File: config.mk
export PLATFORM = sky130hd
export DESIGN_NAME = store_monitor
export DESIGN_NICKNAME = d
export VERILOG_FILES = /design/src/rtl/mips_dbg_pkg.sv /design/src/rtl/cycle_watchdog.sv /design/src/rtl/store_monitor.sv
export SDC_FILE = /design/constraint.sdc
export NUM_CORES = 1
export LEC_CHECK = 0
export BUFFER_PORTS_ARGS = -buffer_cell sky130_fd_sc_hd__buf_2
export CAP_MARGIN = 20
export CORE_MARGIN = 2
export CORE_UTILIZATION = 48
export DETAILED_ROUTE_END_ITERATION = 12
export PLACE_DENSITY = 0.81
export SYNTH_ARGS = -nofsm -noshare
export SYNTH_HDL_FRONTEND = slang
export SYNTH_HIERARCHICAL = 1
export SYNTH_SLANG_ARGS = --single-unit
export TNS_END_PERCENT = 5
File: constraint.sdc
create_clock -name clk -period 1.8 [get_ports clk]
set_input_delay 0.18 -clock clk [delete_from_list [all_inputs] [get_ports clk]]
set_output_delay 0.18 -clock clk [all_outputs]
set_load 0.005 [all_outputs]
File: src/rtl/mips_dbg_pkg.sv
// Shared encodings and default checker constants for the MIPS debug monitor,
// reused by the RTL, the bench and the FPGA top.
package mips_dbg_pkg;

    typedef enum logic [1:0] {
        ST_RUN     = 2'b00,
        ST_PASS    = 2'b01,
        ST_FAIL    = 2'b10,
        ST_TIMEOUT = 2'b11
    } mon_state_e;

    localparam logic [31:0] DEF_PASS_ADDR      = 32'd84;
    localparam logic [31:0] DEF_PASS_DATA      = 32'd7;
    localparam logic [31:0] DEF_IGNORE_ADDR    = 32'd80;
    localparam int          DEF_TIMEOUT_CYCLES = 1000;

    function automatic logic is_terminal(input mon_state_e s);
        return (s != ST_RUN);
    endfunction

endpackage

File: src/rtl/cycle_watchdog.sv
// Counts enabled cycles since reset and flags the cycle on which the
// TIMEOUT_CYCLES budget runs out.
module cycle_watchdog #(
    parameter int TIMEOUT_CYCLES = 1000
) (
    input  logic clk,
    input  logic reset,
    input  logic enable,
    output logic expired
);

    localparam int CW = (TIMEOUT_CYCLES > 1) ? $clog2(TIMEOUT_CYCLES) : 1;
    localparam logic [CW-1:0] LAST = CW'(TIMEOUT_CYCLES - 1);

    logic [CW-1:0] r_count;

    // Holding at LAST keeps the counter from wrapping if enable stays high.
    always_ff @(posedge clk) begin
        if (reset) begin
            r_count <= '0;
        end else if (enable && (r_count != LAST)) begin
            r_count <= r_count + 1'b1;
        end
    end

    assign expired = enable && (r_count == LAST);

endmodule

File: src/rtl/store_monitor.sv
// Watches the MIPS data-memory write bus and decides PASS, FAIL or TIMEOUT;
// keeps sticky status plus store statistics for a bench or LEDs.
module store_monitor
    import mips_dbg_pkg::*;
#(
    parameter logic [31:0] PASS_ADDR      = DEF_PASS_ADDR,
    parameter logic [31:0] PASS_DATA      = DEF_PASS_DATA,
    parameter logic [31:0] IGNORE_ADDR    = DEF_IGNORE_ADDR,
    parameter int          TIMEOUT_CYCLES = DEF_TIMEOUT_CYCLES,
    parameter int          CNT_W          = 16
) (
    input  logic             clk,
    input  logic             reset,
    input  logic             memwrite,
    input  logic [31:0]      dataadr,
    input  logic [31:0]      writedata,
    output logic [1:0]       status,
    output logic             done,
    output logic [CNT_W-1:0] store_count,
    output logic [31:0]      last_adr,
    output logic [31:0]      last_data
);

    mon_state_e       r_state;
    mon_state_e       w_next_state;
    logic             w_accept;
    logic             w_run;
    logic             w_expired;
    logic [CNT_W-1:0] r_count;
    logic [31:0]      r_last_adr;
    logic [31:0]      r_last_data;

    assign w_run = (r_state == ST_RUN);

    cycle_watchdog #(
        .TIMEOUT_CYCLES(TIMEOUT_CYCLES)
    ) u_watchdog (
        .clk    (clk),
        .reset  (reset),
        .enable (w_run),
        .expired(w_expired)
    );

    always_ff @(posedge clk) begin
        if (reset) begin
            r_state <= ST_RUN;
        end else begin
            r_state <= w_next_state;
        end
    end

    // A deciding store beats the timeout; an ignored store does not.
    always_comb begin
        w_next_state = r_state;
        w_accept     = 1'b0;
        if (r_state == ST_RUN) begin
            w_accept = memwrite;
            if (memwrite && (dataadr == PASS_ADDR) && (writedata == PASS_DATA)) begin
                w_next_state = ST_PASS;
            end else if (memwrite && (dataadr != IGNORE_ADDR)) begin
                w_next_state = ST_FAIL;
            end else if (w_expired) begin
                w_next_state = ST_TIMEOUT;
            end
        end
    end

    always_ff @(posedge clk) begin
        if (reset) begin
            r_count     <= '0;
            r_last_adr  <= '0;
            r_last_data <= '0;
        end else if (w_accept) begin
            r_last_adr  <= dataadr;
            r_last_data <= writedata;
            if (r_count != {CNT_W{1'b1}}) begin
                r_count <= r_count + 1'b1;
            end
        end
    end

    assign status      = r_state;
    assign done        = is_terminal(r_state);
    assign store_count = r_count;
    assign last_adr    = r_last_adr;
    assign last_data   = r_last_data;

endmodule

---- Word-level counts from Yosys, hierarchy flattened ----
Index checks and enable logic that the tools add are counted.
storage, ports and cells
  output and inout bits ................... 83
  bits in registers ....................... 92
  word-level logic and storage cells ...... 27
  input bits .............................. 67
operators by class
  equal/unequal tests ..................... 6
  muxes and demuxes ....................... 4
  add/sub/neg operators ................... 2
  reductions and logical operators ........ 10
operator list
  cell                     number
  $eq A32 B3 Y1 const B    1
  $eq A32 B7 Y1 const B    1
  $ne A32 B7 Y1 const B    1
  $add A16 B1 Y16 const B  1
  $ne A16 B16 Y1 const B   1
  $add A10 B1 Y10 const B  1
  $eq A10 B10 Y1 const B   1
  $ne A10 B10 Y1 const B   1
  $mux W2                  3
  $logic_and A1 B1 Y1      5
  $reduce_and A2 Y1        2
  $reduce_bool A3 Y1       1
  $logic_not A2 Y1         1
  $reduce_bool A2 Y1       1
  $mux W1                  1

---- Longest topological paths before layout ----
Gate-level depths: netlist of the first run.
  word-level depth ........................ 5
  gate-level depth with buffers ........... 8
  gate-level depth less buffers ........... 6

---- By module ----
The synthesis of the first run kept the hierarchy.
modules (own cells, without submodules)
  module          area each (um2)  cells each  times used  seq. area each (um2)
  store_monitor   3295.7           407         1           1641.6
  cycle_watchdog  505.5            57          1           200.2

---- Worst setup path after synthesis of the first run ----
OpenSTA, ideal clock, no wires.
  path kind ............................... reg-to-reg
  start point ............................. register r_count[0], in the netlist store_count[0]
  end point ............................... register r_count[12], in the netlist store_count[12]
  arrival ................................. 1.534 ns
  slack ................................... 0.138 ns
  period minus slack after synthesis ...... 1.662 ns
  required time ........................... 1.672 ns
  cell stages (with the launch flop) ...... 9
  library setup time ...................... 0.128 ns
  path buffers ............................ 2
  cell sequence ........................... dfxtp_1 -> ha_1 -> and3_1 -> and4_4 -> buf_6 -> buf_6 -> nor4_4 -> xnor2_1 -> nor2_1
on the way
  longest elaborated chain between the ends .. 2
  elaborated cells on any way between the ends .. 3
  classes of those cells .................. add/sub: 1; eq/ne: 1; reduce/logical: 1
RTL lines
  item                                                                     RTL line             RTL
  start, declared                                                          store_monitor.sv:29  logic [CNT_W-1:0] r_count;
  start signal, assigned                                                   store_monitor.sv:77  r_count <= r_count + 1'b1;
  parallel branches: the longest is 2 deep, another holds $add A16 B1 Y16  --
Several ways; the timed one is not identified.
A chain may end at the register's enable or synchronous reset.

---- Worst setup path in the final report of the first run ----
  start point ............................. register r_state[1], in the netlist status[1]
  end point ............................... register r_count[8], in the netlist store_count[8]
on the way
  longest elaborated chain between the ends .. 3
RTL lines
  item                                RTL line             RTL
  start, declared                     store_monitor.sv:24  mon_state_e r_state;
  start signal, assigned              store_monitor.sv:48  r_state <= w_next_state;
  $logic_not A2 Y1                    --
  via w_run                           store_monitor.sv:27  logic w_run;
  $mux W1                             store_monitor.sv:56  if (r_state == ST_RUN) begin
  $reduce_and A2 Y1 (no source line)  --
The timed path passes the listed nets, and every way through them passes these cells.

==> flow_metrics.py, run 1 <==
metrics = {
    "status": {
        "status": "completed",
    },
    "cells_and_area": {
        "areaGrowthSynthToFinish_pct": 27.9,
        "n_antenna_cell": 0,
        "finalNonFillerCells": 716,
        "nNetsFinal": 678,
        "design_area_um2": 4860,
        "drive_gt1_frac": 0.329,
        "fin_util": 0.633,
    },
    "clocking": {
        "cts-root-buf": "clkbuf_8",
        "hold_buffers": 0,
        "cts.path.max_buffers": 2,
        "cts_tree": "done",
        "worstSkewPairLatency_ns": 0.35,
        "htreeDepth": 3,
        "clock-sinks": 92,
        "cts_made_buffers": 9,
        "clk_pin_slew_ns": 0.10,
    },
    "timing": {
        "max_freq_mhz": 601,
        "finalMaxSlewViolations": 0,
        "finalCritPeriodShare": 0.924,
        "maxSlewHeadroom": 0.664,
        "tns_ns": 0,
        "rsz0062_at_grt": "yes",
        "fin_ws_ns": 0.136,
        "final.setup_skew_ns": 0.0162,
        "finalHoldViolations": 0,
        "tightest_slew_ns": 0.504,
        "finalCriticalPeriod_ns": 1.66,
        "setup_viol": 0,
    },
    "min_path": {
        "min_from": "writedata[18]",
        "hold_depth": 3,
        "hold_path_class": "primary input to flop",
    },
    "setup_path": {
        "cp-end-kind": "flop",
        "cp.required_ns": 2.05,
        "cp-start-kind": "flop",
        "path_cells": "nor2_1 > nand2_2 > nor3_2 > a21oi_1 > a31o_2",
        "r2r-start": "status[1]$_SDFFE_PP0P_",
        "path_class": "flop to flop",
        "slowest_delay_ns": 0.38,
        "worstRegToRegCells": 5,
        "slowest_stage": "dfxtp_1",
        "cp_max_fo": 12,
        "cp.arrival_ns": 1.91,
        "startpoint": "status[1]$_SDFFE_PP0P_",
    },
    "global_routing": {
        "grt_use_total": 0.240,
        "grt_pass1_vias": 3721,
        "overflow": 0,
        "antenna_found_initial": 0,
        "grt_max_degree": 65,
        "grt_pass1_wl_um": 16800,
    },
    "synthesis": {
        "synthesis.yosys.warnings": 6,
        "synth_area_um2": 3800,
        "synth_edf_count": 0,
        "ys_types": 44,
        "ys_seq_elements": 92,
        "ys_seq_area_frac": 0.485,
        "synth_nets": 533,
        "yosysTopAreaCellShare": 0.485,
        "yosysTopAreaCell": "dfxtp_1",
        "dominantRegCellSynth": "dfxtp_1",
        "synth_cells": 464,
        "synth.most_common_cell": "nand2_1",
        "avgSynthCellArea_um2": 8.19,
        "synthArstFlopShare": 0,
        "synth_area_leaders": "dfxtp_1 (48%), nand2_1 (14%), a21oi_1 (9.7%)",
        "yosys-top-cells-count": "nand2_1 (139), dfxtp_1 (92), a21oi_1 (74), nor2_1 (24), clkbuf_1 (22)",
    },
    "drt": {
        "routedWlPerCell_um": 14.3,
        "routed_via_density": 5.34,
        "drt_iter0_markers": 215,
        "firstDrtPassIters": 5,
        "drcViolationCount": 0,
        "totalWireLength_um": 10300,
        "ant_nets": 0,
        "vias": 3826,
    },
    "power": {
        "p_per_area_nw_per_um2": 818,
        "leakage_nw": 2.09,
        "peakVddDrop_mv": 0.473,
    },
    "placed_design": {
        "dpl.cell_count": 699,
        "dp_slack_ns": 0.0808,
        "post-dp-hpwl_um": 7610,
        "io_buffers": 149,
        "place_congestion": 0.819,
        "dpl_cell_area_um2": 4670,
    },
    "floorplan": {
        "rows": 32,
        "die_h_um": 93.0,
        "io_pins": 150,
        "fp.coreArea_um2": 7690,
        "fp.dieW_um": 93.0,
        "dieArea_um2": 8650,
        "start_util": 0.494,
    },
    "flow_run": {
        "drv_cap": 0,
    },
}
-- worst max-delay path: cells and delay by family, from the launching register on --
family	cells	cell delay, ns
and+or+nand+nor	3	0.87
DFF	1	0.38
AOI/OAI and AO/OA	2	0.31
-- final cells by class --
class	count	area, µm²
clock buffer	11	141
clock inverter	5	45.0
fill	699	2820
inverter	6	22.5
multi-input combinational	337	1810
sequential	92	1840
tap	102	128
timing repair buffer	163	876
-- where the power goes --
part	switching, mW	internal, mW
clock	0.754	0.561
combinational	0.275	0.209
sequential	0.0527	2.13
-- logic make-up after synthesis --
logic type / count (synthesis) / synth area share
AO/OA/AOI/OAI: 88 / 0.127
buffers and inverters: 35 / 0.0415
flip-flops: 92 / 0.485
XOR/XNOR: 15 / 0.0346
AND/OR/NAND/NOR: 229 / 0.297
multiplexers: 3 / 0.00856
adder cells (fa/ha/maj): 2 / 0.00658
-- flip-flops by register name (all words and copies together), names as in the netlist --
register	cells
last_adr	32
last_data	32
status	2
store_count	16
u_watchdog/r_count	10
-- stage by stage --
step                power, mW  hold WS, ns
floorplan                2.45        0.316
global placement         2.69        0.431
detailed placement       2.71        0.437
CTS                      4.00       0.0497
global route             4.17       0.0411
finish                   3.98       0.0642
-- cells in the final DEF (no fill, tap or decap), types with 2 or more instances in the layout --
cell type,instances
nor3_2,6
o31ai_1,4
inv_1,6
or4_1,5
ha_1,2
nor3_1,2
nor4_2,2
a21oi_1,74
nand2b_1,3
nand2_1,138
mux2_2,2
buf_4,12
xnor2_1,14
buf_2,149
nand3_1,6
dfxtp_1,92
nor3b_2,2
clkinv_4,2
nor2_1,24
o21ai_0,2
nand4_1,9
and4_4,2
nor2b_1,2
nor4_1,12
and4_1,3
and3_1,3
buf_12,2
clkbuf_8,10
a31oi_1,3
nor4b_1,2
-- path summary, 6_finish.rpt --
check	slack (ns)	end
max	0.14	store_count[8]$_SDFFE_PP0P_
min	0.06	last_data[18]$_SDFFE_PP0P_
max reg2reg	0.14	store_count[8]$_SDFFE_PP0P_
min reg2reg	0.46	last_data[20]$_SDFFE_PP0P_
-- routing by layer --
metal	track usage	vias to the layer above	routed length (µm)	part of all wire
met5	0	-	0	0
met4	0.123	0	324	0.032
met3	0.0548	26	692	0.067
met2	0.396	142	4950	0.48
met1	0.292	1782	4290	0.42
li1	-	1876	-	-
-- repair_timing --
action / in CTS / in global routing
setup endpoints to repair: 0 / 4
setup buffers: 0 / 1
gates resized for setup: 0 / 0
endpoints found under the hold margin: 0 / 0
(Power assumes the default switching activity.)
==> run 2: changes to the inputs <==
==> constraint.sdc (replaced) <==
create_clock -name clk -period 1.6 [get_ports clk]
set_input_delay 0.16 -clock clk [delete_from_list [all_inputs] [get_ports clk]]
set_output_delay 0.16 -clock clk [all_outputs]
set_load 0.005 [all_outputs]
==> flow_metrics.py, run 2 (synthesis results as in run 1) <==
metrics = {
    "status": {
        "status": "completed",
    },
    "setup_path": {
        "r2r-start": "status[1]$_SDFFE_PP0P_",
        "worstRegToRegCells": 5,
        "cp-end-kind": "flop",
        "cp-start-kind": "flop",
        "cp_max_fo": 7,
        "slowest_delay_ns": 0.54,
        "path_class": "flop to flop",
        "path_cells": "nor2_2 > buf_4 > nand2_1 > or4_1 > a21oi_1",
        "cp.required_ns": 1.88,
        "cp.arrival_ns": 1.83,
        "r2r_end": "u_watchdog/r_count[8]$_SDFFE_PP0P_",
        "slowest_stage": "or4_1",
        "ff2ff_setup_slack_ns": 0.05,
    },
    "flow_run": {
        "drv_cap": 0,
    },
    "power": {
        "peakVddDrop_mv": 0.616,
        "power_mw": 4.61,
        "leakage_nw": 2.16,
        "p_per_area_nw_per_um2": 919,
    },
    "cells_and_area": {
        "drive_gt1_frac": 0.357,
        "final_common_cell": "buf_2",
        "fillers": 675,
        "n_antenna_cell": 0,
        "design_area_um2": 5010,
        "areaGrowthSynthToFinish_pct": 31.9,
        "layout_common_cells": "buf_2 (149), nand2_1 (138), dfxtp_1 (90)",
        "nNetsFinal": 688,
    },
    "timing": {
        "tns_ns": 0,
        "tightest_slew_ns": 0.420,
        "finalCritPeriodShare": 0.968,
        "finalHoldViolations": 0,
        "final.setup_skew_ns": 0.00988,
        "max_freq_mhz": 646,
        "setup_viol": 0,
        "finalCriticalPeriod_ns": 1.55,
        "hold_slack_ns": 0.0534,
        "maxSlewHeadroom": 0.720,
        "rsz0062_at_grt": "yes",
        "finalMaxSlewViolations": 0,
    },
    "drt": {
        "ant_nets": 0,
        "routed_via_density": 5.20,
        "routedWlPerCell_um": 13.7,
        "drt_iter0_markers": 202,
        "totalWireLength_um": 9940,
        "firstDrtPassIters": 4,
        "vias": 3774,
        "drcViolationCount": 0,
    },
    "min_path": {
        "hold_end": "last_adr[31]$_SDFFE_PP0P_",
        "min_from": "dataadr[31]",
        "hold_path_class": "primary input to flop",
        "hold_depth": 3,
    },
    "placed_design": {
        "io_buffers": 149,
        "dpl_cell_area_um2": 4760,
        "place_congestion": 0.847,
        "post-dp-hpwl_um": 7490,
    },
    "floorplan": {
        "die_h_um": 93.0,
        "rows": 32,
        "fp.coreArea_um2": 7690,
        "dieArea_um2": 8650,
        "fp.dieW_um": 93.0,
        "io_pins": 150,
        "start_util": 0.494,
    },
    "global_routing": {
        "grt_max_degree": 65,
        "antenna_found_initial": 0,
        "grt_pass1_vias": 3536,
        "grt_use_total": 0.234,
        "grt_pass1_wl_um": 16400,
        "overflow": 0,
    },
    "clocking": {
        "htreeDepth": 3,
        "cts_made_buffers": 9,
        "clk_pin_slew_ns": 0.09,
        "cts_setup_buffers": 0,
        "cts.path.max_buffers": 2,
        "cts-root-buf": "clkbuf_8",
        "worstSkewPairLatency_ns": 0.35,
        "clock-sinks": 92,
        "cts_tree": "done",
    },
}
[run 2: changes by cell type in the layout (fill, tap and decap cells not counted), moves of 2 or more]
cell	change
buf_4	+10
and4_1	-2
dfxtp_1	-2
dfxtp_2	+2
ha_1	-2
ha_2	+2
nor2_1	-2
nor2_2	+2
nor4_1	-2
nor4_4	+2
[run 2: routing by layer]
metal,wire length (µm),GRT usage,vias to the layer above,part of all wire
met5,0,0,-,0
met4,214,0.0870,0,0.022
met3,647,0.0556,19,0.065
met2,4880,0.393,123,0.49
met1,4200,0.293,1741,0.42
li1,-,-,1891,-
[run 2: final cells by class]
cell class	instances	area, µm²	share of cell area
multi-input cells	337	1860	0.371
flip-flops and latches	92	1840	0.368
clock inverters	6	71.3	0.0142
inverters	6	22.5	0.00449
repair buffers	173	951	0.190
clock buffers	10	138	0.0275
well taps	102	128	0.0255
[run 2: worst max path at each step]
stage,startpoint,endpoint,slack (ns),depth (start not counted)
floorplan,status[1]$_SDFFE_PP0P_,store_count[8]$_SDFFE_PP0P_,0.001,6
global placement,dataadr[29],status[0]$_SDFFE_PP0P_,-0.03,7
detailed placement,dataadr[29],status[0]$_SDFFE_PP0P_,-0.14,7
CTS,store_count[0]$_SDFFE_PP0P_,store_count[3]$_SDFFE_PP0P_,0.008,6
global route,status[1]$_SDFFE_PP0P_,store_count[14]$_SDFFE_PP0P_,-0.04,6
finish,status[1]$_SDFFE_PP0P_,u_watchdog/r_count[8]$_SDFFE_PP0P_,0.05,5
[run 2: timing repair]
item / CTS / global route
gates resized for setup: 0 / 11
setup endpoints to repair: 0 / 16
hold buffers: 0 / 0
[run 2: report_power, final]
| part | total, mW | switching (mW) | internal (mW) |
|---|---|---|---|
| Sequential | 2.45 | 0.0570 | 2.39 |
| Combinational | 0.553 | 0.310 | 0.242 |
| Clock | 1.60 | 0.823 | 0.782 |
[run 2: through the flow]
step,util,worst slack [ns],instances
2_1_floorplan,-,0.00133,464
3_5_place_dp,0.619,-0.143,710
3_3_place_gp,0.619,-0.0316,710
5_1_grt,0.652,-0.0358,726
4_1_cts,0.646,0.00779,726
6_report,0.652,0.0519,726
[run 2: worst max-delay path, delay by kind of cell (launching register included)]
| family | cells | cell delay [ns] |
|---|---|---|
| buf+inv | 1 | 0.17 |
| simple gates | 3 | 0.82 |
| flops | 1 | 0.35 |
| compound gates | 1 | 0.15 |
